--- config.mk ---
export PLATFORM = sky130hd
export DESIGN_NAME = l2_port_arbiter
export DESIGN_NICKNAME = d
export VERILOG_FILES = /design/src/rtl/l2_arb_pkg.sv /design/src/rtl/l2_arb_timer.sv /design/src/rtl/l2_port_arbiter.sv
export SDC_FILE = /design/constraint.sdc
export NUM_CORES = 1
export LEC_CHECK = 0
export CORE_ASPECT_RATIO = 1.5
export CORE_MARGIN = 10
export CORE_UTILIZATION = 38
export DETAILED_ROUTE_END_ITERATION = 12
export GPL_TIMING_DRIVEN = 0
export HOLD_SLACK_MARGIN = 0.06
export PLACE_DENSITY = 0.78
export SYNTH_ARGS = -nofsm -noshare
export SYNTH_HDL_FRONTEND = slang
export SYNTH_SLANG_ARGS = --single-unit
--- constraint.sdc ---
create_clock -name clk -period 1.9 [get_ports clk]
set_input_delay 0.285 -clock clk [delete_from_list [all_inputs] [get_ports clk]]
set_output_delay 0.285 -clock clk [all_outputs]
set_load 0.01 [all_outputs]
--- src/rtl/l2_arb_pkg.sv ---
// Shared types for the two-port L2 arbiter: FSM states, port ids and the L2 request bundle.
package l2_arb_pkg;

    localparam int L2_ADDR_WIDTH = 32;
    localparam int L2_DATA_WIDTH = 32;

    typedef enum logic [1:0] {
        IDLE = 2'd0,
        BUSY = 2'd1,
        RESP = 2'd2
    } arb_state_t;

    // 0 = instruction cache, 1 = data cache
    typedef logic port_id_t;

    typedef struct packed {
        logic                     write_enable;
        logic [L2_ADDR_WIDTH-1:0] address;
        logic [L2_DATA_WIDTH-1:0] write_data;
    } l2_req_t;

endpackage

--- src/rtl/l2_arb_timer.sv ---
// Saturating BUSY-cycle counter for the arbiter watchdog; TIMEOUT_CYCLES = 0 never expires.
module l2_arb_timer #(
    parameter int TIMEOUT_CYCLES = 256
) (
    input  logic clk,
    input  logic reset,
    input  logic clear,
    input  logic enable,
    output logic expired
);

    localparam int            TW      = (TIMEOUT_CYCLES > 0) ? $clog2(TIMEOUT_CYCLES + 1) : 1;
    localparam logic [TW-1:0] LIMIT   = TW'(TIMEOUT_CYCLES);
    localparam logic [TW-1:0] LAST    = (TIMEOUT_CYCLES > 0) ? TW'(TIMEOUT_CYCLES - 1) : '0;
    localparam logic          ENABLED = (TIMEOUT_CYCLES > 0);

    logic [TW-1:0] count;

    always_ff @(posedge clk or negedge reset) begin
        if (!reset) begin
            count <= '0;
        end else if (clear) begin
            count <= '0;
        end else if (enable && (count != LIMIT)) begin
            count <= count + 1'b1;
        end
    end

    // Expires on the last allowed BUSY cycle so the abort lands after exactly TIMEOUT_CYCLES.
    assign expired = ENABLED && (count == LAST);

endmodule

--- src/rtl/l2_port_arbiter.sv ---
// Round-robin arbiter sharing one L2 port between the I-cache (port 0) and D-cache (port 1).
module l2_port_arbiter
    import l2_arb_pkg::*;
#(
    parameter int ADDR_WIDTH     = L2_ADDR_WIDTH,
    parameter int DATA_WIDTH     = L2_DATA_WIDTH,
    parameter int TIMEOUT_CYCLES = 256
) (
    input  logic                  clk,
    input  logic                  reset,
    input  logic                  p0_request,
    input  logic                  p1_request,
    input  logic                  p0_write_enable,
    input  logic                  p1_write_enable,
    input  logic [ADDR_WIDTH-1:0] p0_address,
    input  logic [ADDR_WIDTH-1:0] p1_address,
    input  logic [DATA_WIDTH-1:0] p0_write_data,
    input  logic [DATA_WIDTH-1:0] p1_write_data,
    output logic [DATA_WIDTH-1:0] p0_response_data,
    output logic [DATA_WIDTH-1:0] p1_response_data,
    output logic                  p0_ready,
    output logic                  p1_ready,
    output logic                  p0_error,
    output logic                  p1_error,
    output logic                  l2_request,
    output logic                  l2_write_enable,
    output logic [ADDR_WIDTH-1:0] l2_address,
    output logic [DATA_WIDTH-1:0] l2_write_data,
    input  logic [DATA_WIDTH-1:0] l2_response_data,
    input  logic                  l2_ready,
    output logic                  grant_owner,
    output logic [1:0]            a_state
);

    // Handshake: a port holds request (with stable address/data) until its one-cycle ready
    // pulse; l2_request stays high with stable fields until l2_ready or the watchdog fires.

    typedef struct packed {
        logic                  write_enable;
        logic [ADDR_WIDTH-1:0] address;
        logic [DATA_WIDTH-1:0] write_data;
    } port_req_t;

    arb_state_t                  state, state_n;
    port_id_t                    last_served, last_served_n;
    port_id_t                    owner_q, owner_n;
    port_id_t                    winner;
    port_req_t                   l2_q, l2_n;
    logic                        l2_request_q, l2_request_n;
    logic [1:0][DATA_WIDTH-1:0]  rdata_q, rdata_n;
    logic [1:0]                  ready_q, ready_n;
    logic [1:0]                  error_q, error_n;
    port_req_t [1:0]             req_in;
    logic [1:0]                  req_vld;
    logic                        timer_clear;
    logic                        timer_enable;
    logic                        timer_expired;

    assign req_in[0] = {p0_write_enable, p0_address, p0_write_data};
    assign req_in[1] = {p1_write_enable, p1_address, p1_write_data};
    assign req_vld   = {p1_request, p0_request};

    assign timer_enable = (state == BUSY);

    l2_arb_timer #(
        .TIMEOUT_CYCLES(TIMEOUT_CYCLES)
    ) u_timer (
        .clk    (clk),
        .reset  (reset),
        .clear  (timer_clear),
        .enable (timer_enable),
        .expired(timer_expired)
    );

    always_comb begin
        state_n       = state;
        last_served_n = last_served;
        owner_n       = owner_q;
        winner        = last_served;
        l2_n          = l2_q;
        l2_request_n  = l2_request_q;
        rdata_n       = rdata_q;
        ready_n       = ready_q;
        error_n       = error_q;
        timer_clear   = 1'b0;

        unique case (state)
            IDLE: begin
                if (req_vld != 2'b00) begin
                    // On a tie the port that was not served last wins.
                    if (req_vld == 2'b11) begin
                        winner = ~last_served;
                    end else begin
                        winner = req_vld[1];
                    end
                    l2_n          = req_in[winner];
                    l2_request_n  = 1'b1;
                    owner_n       = winner;
                    last_served_n = winner;
                    timer_clear   = 1'b1;
                    state_n       = BUSY;
                end
            end
            BUSY: begin
                if (l2_ready) begin
                    rdata_n[owner_q] = l2_response_data;
                    ready_n[owner_q] = 1'b1;
                    l2_request_n     = 1'b0;
                    state_n          = RESP;
                end else if (timer_expired) begin
                    rdata_n[owner_q] = '0;
                    ready_n[owner_q] = 1'b1;
                    error_n[owner_q] = 1'b1;
                    l2_request_n     = 1'b0;
                    state_n          = RESP;
                end
            end
            RESP: begin
                // One dead cycle lets the requester drop its request before IDLE samples it.
                rdata_n = '0;
                ready_n = '0;
                error_n = '0;
                state_n = IDLE;
            end
            default: begin
                state_n = IDLE;
            end
        endcase
    end

    always_ff @(posedge clk or negedge reset) begin
        if (!reset) begin
            state        <= IDLE;
            last_served  <= 1'b1;
            owner_q      <= 1'b0;
            l2_q         <= '0;
            l2_request_q <= 1'b0;
            rdata_q      <= '0;
            ready_q      <= '0;
            error_q      <= '0;
        end else begin
            state        <= state_n;
            last_served  <= last_served_n;
            owner_q      <= owner_n;
            l2_q         <= l2_n;
            l2_request_q <= l2_request_n;
            rdata_q      <= rdata_n;
            ready_q      <= ready_n;
            error_q      <= error_n;
        end
    end

    assign l2_request       = l2_request_q;
    assign l2_write_enable  = l2_q.write_enable;
    assign l2_address       = l2_q.address;
    assign l2_write_data    = l2_q.write_data;
    assign p0_response_data = rdata_q[0];
    assign p1_response_data = rdata_q[1];
    assign p0_ready         = ready_q[0];
    assign p1_ready         = ready_q[1];
    assign p0_error         = error_q[0];
    assign p1_error         = error_q[1];
    assign grant_owner      = owner_q;
    assign a_state          = state;

endmodule
==> impl_results.md <==
- Ys Warns: 0
- Lkg Pwr: 4.52 nW
- Worst reg2reg setup slack: -0.04 ns
- H-Tree Depth: 4
- EDFF count, synth: 0
- Critical path data arrival time: 2.28 ns
- Part of the power in combinational logic: 48.8%
- Worst skew pair latency: 0.42 ns
- Slew Limit Headroom: 61.6%
- Crit share post-route: 102%
- Final max-slew violation count: 0
- Peak VDD IR: 0.00100 V
- Post-Place Setup Slack: -0.408 ns
- Sequential area share after synthesis: 56.4%
- Core region area: 0.0168 mm²
- CTS tree: done
- Placed instance count: 1116
- Kind of critical path: reg -> reg
- Final Critical Period: 1.94 ns
- Final std cells w/o fill: 1157
- Area contributors post-synth: dfrtp_1 56%, mux2i_1 10%, o21ai_0 7.3%, a22o_1 4.3%, nand2_1 4.2%
- Post-layout net count: 1108
- Largest net degree at the start of global routing: 90
- Reg2Reg Depth: 8
- Vias in the first global route: 6603
- Worst path slowest cell: dfrtp_2
- Share of the synthesized area in the top cell type: 55.9%
- Family with the most delay on the worst path: simple AND/OR/NAND/NOR gates
- Proportion of layout cells with a drive suffix above 1: 10.8%
- PwrDens: 1530 mW/mm²
- Worst setup margin: -0.0357 ns
- Min-Delay Path Class: in -> async
- DRC violations left: 0
- DR pass1 iterations: 4
- CTS buffer count: 17
- GRT Residual Overflow: 0
- Critical path buffers and inverters: 1
- Setup Viol. Count Final: 26
- Violated checks: setup timing
- IO Pins: 304
- Status: finished with violations
- Drt first-iter violations: 288
- # clock sinks: 147
- Via count: 5930
- RSZ-0062 raised after global routing: yes
- Die ar.: 0.0229 mm²
- Root Driver: clkbuf_16
- ANT nets after route: 0
- Vias per inst: 5.13
- Critical Path RT: 2.24 ns
- Rows: 58
- Clk buf depth: 2
- Crit-path cells: ha_4 > nand3_2 > nor2_2 > ha_2 > or3b_4 > o211ai_4 > buf_6 > a22o_1
- Reg clk slew, reported paths: 0.07 ns
- First-pass GRT wire length: 36100 µm
- FILL cells: 1379
- Mapped Area: 0.00653 mm²
- Tightest Pin Transition: 0.576 ns
- Final WL: 22800 µm
- Most used DFF post-synth: dfrtp_1
- Final core occ: 62.9%
- Crit. End Element: flop
- Total GRT Usage: 19.6%
- Achievable Freq: 0.517 GHz
- Reg power frac: 31.3%
- Cells after synthesis: 602
- Die span in x: 127 µm
- RR Endpoint: p1_response_data[16]
- CP startpoint kind: flop
- GP Congestion: 0.813
- FFs w/ async S/R, synth: 100%
- Max_cap viols: 0
- Clock share of power: 19.9%
- Switching share of power: 37.6%
- Clock skew: 0.0144 ns
- #FFs+latches synth: 147
- Syn Area/Cell: 10.8 µm²
- Critical Path Fanout Max: 7
- Final Power: 0.0162 W
- Highest cell delay on the worst timing path: 0.43 ns
- RR Startpoint: u_timer.count[0]
- Number of port buffers: 303
- Wirelength per Cell: 19.7 µm
- Net Sw Power: 0.00609 W
- Final count of hold timing violations: 0
- Area grow syn2layout: 62.3%
- Post-DP HPWL: 17800 µm
- Yosys cell types: 37
- Syn nets: 776
- Initial antenna violation count: 1
- ANT cells: 0
- DIE HEIGHT: 181 µm
- Internal power: 0.0101 W
- Initial core utilization: 38.8%
- Cell taking the most area after synthesis: dfrtp_1
==> cells in the mapped netlist, types with 6 or more instances <==
master / instances
dfrtp_1: 146
a22o_1: 32
o21ai_0: 95
clkbuf_1: 25
buf_6: 11
nor2_1: 7
buf_2: 6
ha_1: 7
mux2i_1: 67
a21oi_1: 40
nand2_1: 73
nand3_1: 33
inv_1: 7
o21ai_1: 7
==> worst max-delay path by stage <==
stage                          start              endpoint  slack (ns)  cells past startpoint
global route        u_timer.count[0]  p1_response_data[16]       -0.10                      8
global placement               reset        l2_address[28]       -5.48                      1
CTS                 u_timer.count[0]   p1_response_data[0]       -0.05                      9
finish              u_timer.count[0]  p1_response_data[16]       -0.04                      8
floorplan           u_timer.count[0]  p0_response_data[10]       0.001                      9
detailed placement        p1_request     l2_write_data[24]       -0.41                      6
==> layout make-up <==
type / instances / area, µm² / area share (%)
Sequential cell: 147 / 3680 / 34.7
Timing Repair Buffer: 315 / 3160 / 29.8
Multi-Input combinational cell: 401 / 2600 / 24.5
Clock buffer: 18 / 439 / 4.14
Buffer: 45 / 312 / 2.94
Tap cell: 210 / 263 / 2.48
Clock inverter: 14 / 118 / 1.11
Inverter: 7 / 26.3 / 0.248
==> power by group through the flow <==
stage	clock [W]	combinational (W)	sequential (W)
CTS	0.00328	0.00793	0.00507
floorplan	0	0.00314	0.00558
global route	0.00343	0.00865	0.00523
detailed placement	0	0.00762	0.00513
finish	0.00322	0.00790	0.00507
global placement	0	0.00748	0.00508
==> metal layers <==
| metal | global-route usage, % | wire length [µm] |
|---|---|---|
| met5 | 0 | 9 |
| met4 | 5.30 | 369 |
| met3 | 7.24 | 1930 |
| met2 | 36.0 | 12300 |
| met1 | 20.0 | 8190 |
==> cells by family (layout without fill, tap and decap cells) <==
kind of cell	after synthesis	after routing	share of synthesized area, %
AOI/OAI and AO/OA	191	191	17.5
DFF	147	147	56.4
and+or+nand+nor	132	132	9.12
muxes	69	69	10.6
buffers and inverters	54	399	4.77
adders and majority gates	7	7	1.34
xor gates and xnor gates	2	2	0.268
==> worst reg2reg max path, cell delays in order (launching register included) <==
cell and delay (ns):
dfrtp_2 0.43, ha_4 0.17, nand3_2 0.06, nor2_2 0.05, ha_2 0.19, or3b_4 0.41, o211ai_4 0.23, buf_6 0.20
a22o_1 0.14
==> layout by cell type (no fill, tap or decap), types with 3 or more instances in the layout <==
cell               n
inv_6              6
nand2_1           72
nor2_1             5
clkbuf_1           8
dfrtp_1          144
ha_2               3
or3_1              3
a31oi_1            5
nand4_1            5
buf_6             16
a21oi_1           38
buf_2              3
inv_1              7
o21ai_1            9
clkbuf_2          12
clkbuf_4           4
buf_4             13
clkdlybuf4s50_1  302
ha_1               3
mux2i_1           67
o21ai_0           93
nand3_1           32
clkbuf_16         17
a22o_1            32
==> through the flow <==
step	hold slack [ns]	setup TNS (ns)	instance area, µm²
CTS	0.419	-0.855	10600
floorplan	-0.0106	0	6540
finish	0.409	-0.298	10600
global placement	0.460	-826.51	9830
global route	0.437	-2.35	10600
detailed placement	0.302	-26.60	9860
==> flip-flops by register name, summed over array words and instances, names as in the netlist <==
register,cells
l2_address,32
l2_write_data,32
p0_response_data,32
p1_response_data,32
u_timer.count,9
a_state,2
error_q,2
ready_q,2
grant_owner,1
l2_request,1
l2_write_enable,1
last_served,1
==> what timing repair did <==
item | in CTS | in global routing
gates cloned | 3 | 0
buffers inserted | 7 | 0
pin swaps | 33 | 5
endpoints found under the setup margin | 97 | 123
hold buffers | 1 | 0
hold endpoints to repair | 57 | 0
gates resized for setup | 27 | 32
Power figures use the tool's default switching activity.
==> RTL edit 1, RTL diff (same flow settings) <==
Register the outputs `p0_error` and `p1_error`, cleared by the reset; this adds one clock of latency there. The other outputs are not delayed to match.
--- a/src/rtl/l2_port_arbiter.sv
+++ b/src/rtl/l2_port_arbiter.sv
@@ -159,6 +159,13 @@
     assign p0_ready         = ready_q[0];
     assign p1_ready         = ready_q[1];
-    assign p0_error         = error_q[0];
-    assign p1_error         = error_q[1];
+    always_ff @(posedge clk or negedge reset) begin
+        if (!reset) begin
+            p0_error <= '0;
+            p1_error <= '0;
+        end else begin
+            p0_error <= error_q[0];
+            p1_error <= error_q[1];
+        end
+    end
     assign grant_owner      = owner_q;
     assign a_state          = state;
Function: same outputs for any inputs over 4 cycles, from zero or initial values and one cycle with reset low; that may be too few to reach the edited logic, so the function may still have changed.
==> RTL edit 1 against the original RTL <==
- the run still ends with setup timing left
- clock skew is 3.7 ps higher
- sequential cell count up 2
- setup slack better by 30 ps
- cell count shrank 6.1%
- cell area shrank 1.6%
- synthesized area fell by 3.0%
- via count shrank 6.0%
- wire length shrank 3.4%
- power up 3.8%
- sequential share of layout area up 1.0 points
- non-clock buffer count decreased by 7
- maximum frequency up 1.6%
- synthesized cell count decreased by 11%
- largest cell class unchanged
==> RTL edit 1: results (changes against the original RTL) <==
- RD Place Congestion: 0.784 (-3.6%)
- Compound-cell area share of the yosys netlist: 17.4% (-0.16 points)
- P_clk: 0.00334 W (+4%)
- Vias: 5,573 (-6.0%)
- Top post-synthesis cells by area: dfrtp_1 (58%), mux2i_1 (11%), a22o_1 (8.6%), nand2_1 (4.4%), o21ai_1 (3.1%)
- Filler instances: 1,333 (-3.3%)
- Hpwl dp: 17,100 um (-3.6%)
- Post-synthesis mux area share: 11.1% (+0.47 points)
- Register area share after synthesis: 58.9% (+2.6 points)
- WHS: 391 ps (-17.3 ps)
- Slowest-stage cell, CP: or3b_4
- Syn_nets: 707 (-8.9%)
- Setup Fix Bufs, Post-CTS: 6 (-1)
- Final Worst Setup Slack: -5.33 ps (+30.4 ps)
- Routed wire length: 22,000 um (-3.4%)
- DRT iter0 DRCs: 378 (+31%)
- Tot GR Track Use: 19.1% (-0.49 points)
- Synth Area in Adders: 1.19% (-0.16 points)
- Dpl cell area: 9650 um^2 (-2.1%)
- Largest net degree at the start of global routing: 77 (-14%)
- Skew final: 18.2 ps (+3.74 ps)
- Leakage dissipation: 4.53 nW (+0.22%)
- # setup viols final: 1 (-96%)
- CP endpoint: p1_response_data[28]
- Count of cell types in the netlist: 40 (+8.1%)
- Failing checks: setup timing
- Cts repair resizes: 24 (-11%)
- Most instantiated cells after synthesis: dfrtp_1 (148), nand2_1 (75), mux2i_1 (69)
- Int Power: 0.0107 W (+6.0%)
- Status: finished, violations left
- Setup total negative slack: -5.33 ps (+293 ps)
- Global-route wire length before repair: 33,900 um (-6.2%)
- Vias in the first global route: 5,922 (-10%)
- GR Layer Usage met1: 21.3% (+1.3 points)
- Top sig layer: met4
- Worst ir drop on vdd: 809 uV (-19%)
- Grt met3 use: 8.02% (+0.78 points)
- Worst Max-Slew Pin Slew: 732 ps (+156 ps)
- Met1 Routed Length: 8450 um (+3.2%)
- Syn Area/Cell: 11.9 um^2 (+9.3%)
- Power of the combinational group: 0.00817 W (+3.4%)
==> RTL edit 1: cell count changes after synthesis, sizes merged, moves of 2 or more <==
cell     delta
a22o       +30
a21oi      -33
clkbuf      -8
mux2i       +2
o2bb2ai     +2
nand3      -29
nand2       +2
dfrtp       +2
and2        -2
o21ai      -31
==> RTL edit 1: cell type report <==
cell class                      count  area (um^2)  area share, %
Sequential cell                   149         3730           35.8
Buffer                             37          277           2.65
Inverter                            8         30.0          0.288
Multi-Input combinational cell    338         2380           22.9
Clock buffer                       17          425           4.08
Tap cell                          206          258           2.47
Timing Repair Buffer              316         3170           30.4
Clock inverter                     15          156           1.50
==> RTL edit 1: metrics by stage <==
stage	total power, W	worst slack (ps)
global placement	0.0130	-5530
global route	0.0179	-54.1
floorplan	0.00898	6.05
CTS	0.0169	-65.9
finish	0.0168	-5.33
detailed placement	0.0132	-362
==> RTL edit 2, RTL diff (config.mk and constraints unchanged) <==
Made on the original files. The package constant `L2_DATA_WIDTH` goes from 32 to 40.
--- a/src/rtl/l2_arb_pkg.sv
+++ b/src/rtl/l2_arb_pkg.sv
@@ -3,5 +3,5 @@
 
     localparam int L2_ADDR_WIDTH = 32;
-    localparam int L2_DATA_WIDTH = 32;
+    localparam int L2_DATA_WIDTH = 40;
 
     typedef enum logic [1:0] {
Ports: changed (6 resized); port bits go from 304 to 352. No check against the original RTL was run, so the function may have changed too.
==> RTL edit 2 against the original RTL <==
- the run still ends with setup timing left
- setup slack gained 17 ps
- wire length grew 15%
- sequential cell count grew 24
- maximum frequency grew 0.91%
- sequential share of layout area grew 0.77 points
- synthesized area grew 9.7%
- power grew 18%
- cell area grew 14%
- largest power group unchanged
==> RTL edit 2: results (changes against the original RTL) <==
- Clock Power Share: 18.5% (-1.4 points)
- GR Layer Usage met1: 21.5% (+1.5 points)
- Max Fanout on Critical Path: 6 (-1)
- Status: finished, violations left
- Synth Area in Adders: 1.22% (-0.12 points)
- Grt met3 use: 6.71% (-0.53 points)
- Hpwl dp: 20,100 um (+13%)
- Async SR Flop Fraction: 100% (unchanged)
- Count of cell types in the netlist: 40 (+8.1%)
- Worst ir drop on vdd: 603 uV (-40%)
- Met1 Routed Length: 9800 um (+20%)
- Final Worst Setup Slack: -18.4 ps (+17.4 ps)
- Met3 Wirelength: 1990 um (+3.1%)
- Global-route wire length before repair: 39,400 um (+9.0%)
- Number of port buffers: 351 (+16%)
- Met2 usage: 35.8% (-0.16 points)
- Compound-cell area share of the yosys netlist: 17.4% (-0.17 points)
- Skew final: 9.52 ps (-4.91 ps)
- Synth Area in XOR/XNOR: 0.367% (+0.098 points)
- Tot GR Track Use: 20.0% (+0.43 points)
- Vias in the first global route: 6,837 (+3.5%)
- Largest net degree at the start of global routing: 91 (+1.1%)
- Top sig layer: met4
- Register area share after synthesis: 59.7% (+3.4 points)
- TritonRoute pass-1 iters: 4 (unchanged)
- Initial antenna violation count: 0 (-1)
- Switching power: 0.00688 W (+13%)
- Layout cells sized above 1: 11.0% (+0.25 points)
- Nets: 1,192 (+7.6%)
- DRT iter0 DRCs: 258 (-10%)
- Cell family with most CP delay: simple AND/OR/NAND/NOR gates
- Via/cell ratio: 5.05 (-1.5%)
- Leakage dissipation: 5.28 nW (+17%)
- Most instantiated cells after synthesis: dfrtp_1 (170), nand2_1 (83), a22o_1 (78)
- Worst path max stage delay: 420 ps
- Clk buf depth: 2 (unchanged)
- Reg clk slew, reported paths: 80 ps
- Max_slew headroom: 57.6% (-4.1 points)
- RD Place Congestion: 0.813 (about the same)
- Slowest-stage cell, CP: or3b_4
- Power of the combinational group: 0.00965 W (+22%)
- Failing checks: setup timing
- # setup viols final: 9 (-65%)
- Met2 WL: 13,700 um (+12%)
- Setup total negative slack: -72.7 ps (+226 ps)
- Syn_nets: 799 (+3.0%)
- Post-synthesis mux area share: 11.1% (+0.46 points)
- Top post-synthesis cells by area: dfrtp_1 (59%), mux2i_1 (11%), a22o_1 (9.5%), o21ai_0 (4.7%), nand2_1 (4.3%)
- Drt wl/cell: 20.7 um (+5.3%)
## RTL edit 2: changes by cell type after synthesis, moves of 3 or more
cell / change
buf_4: +3
buf_6: -8
a21oi_1: -34
o21ai_1: +4
o21ai_0: -28
dfrtp_1: +24
buf_2: +7
nand3_1: -30
clkbuf_1: -6
a22o_1: +46
mux2i_1: +10
nand2_1: +10
## RTL edit 2: path summary, 6_finish.rpt
check	start	cells after the start	to	slack, ps
max	u_timer.count[1]	9	p1_response_data[31]	-20
min	reset	2	p1_response_data[23]	430
max reg2reg	u_timer.count[1]	9	p1_response_data[31]	-20
min reg2reg	l2_address[30]	2	l2_address[30]	480
max in group asynchronous	reset	3	last_served	580
min in group clk	p0_write_data[29]	3	l2_write_data[29]	480
## RTL edit 2: final cells by class
cell class,instances,area (um^2)
Fill cell,1491,6490
Sequential cell,171,4280
Timing Repair Buffer,375,3820
Multi-Input combinational cell,378,2680
Clock buffer,17,425
Buffer,44,329
Tap cell,252,315
Clock inverter,15,173
Inverter,7,26.3
## RTL edit 2: stage by stage
step / area, um^2 / setup slack [ps] / power, W / std cells
after global routing: 12100 / -108 / 0.0202 / 1259
after CTS: 11800 / -112 / 0.0185 / 1249
final: 12100 / -18.4 / 0.0191 / 1259
after detailed placement: 11000 / -524 / 0.0144 / 1205
after global placement: 11000 / -6500 / 0.0142 / 1204
after floorplan: 7180 / -7.20 / 0.00978 / 601
## RTL edit 2: what timing repair did
action,in CTS,in global routing
resized for setup,32,29
cloned,1,3
setup endpoints to repair,153,158
hold buffers,1,0
hold endpoints to repair,81,0
buffers inserted,10,8
pin swaps,18,43
## RTL edit 2: logic make-up after synthesis
kind of cell,count (synthesis)
AOI/OAI and AO/OA,180
and+or+nand+nor,109
DFF,171
adders and majority gates,7
xor gates and xnor gates,3
muxes,79
buffers and inverters,52
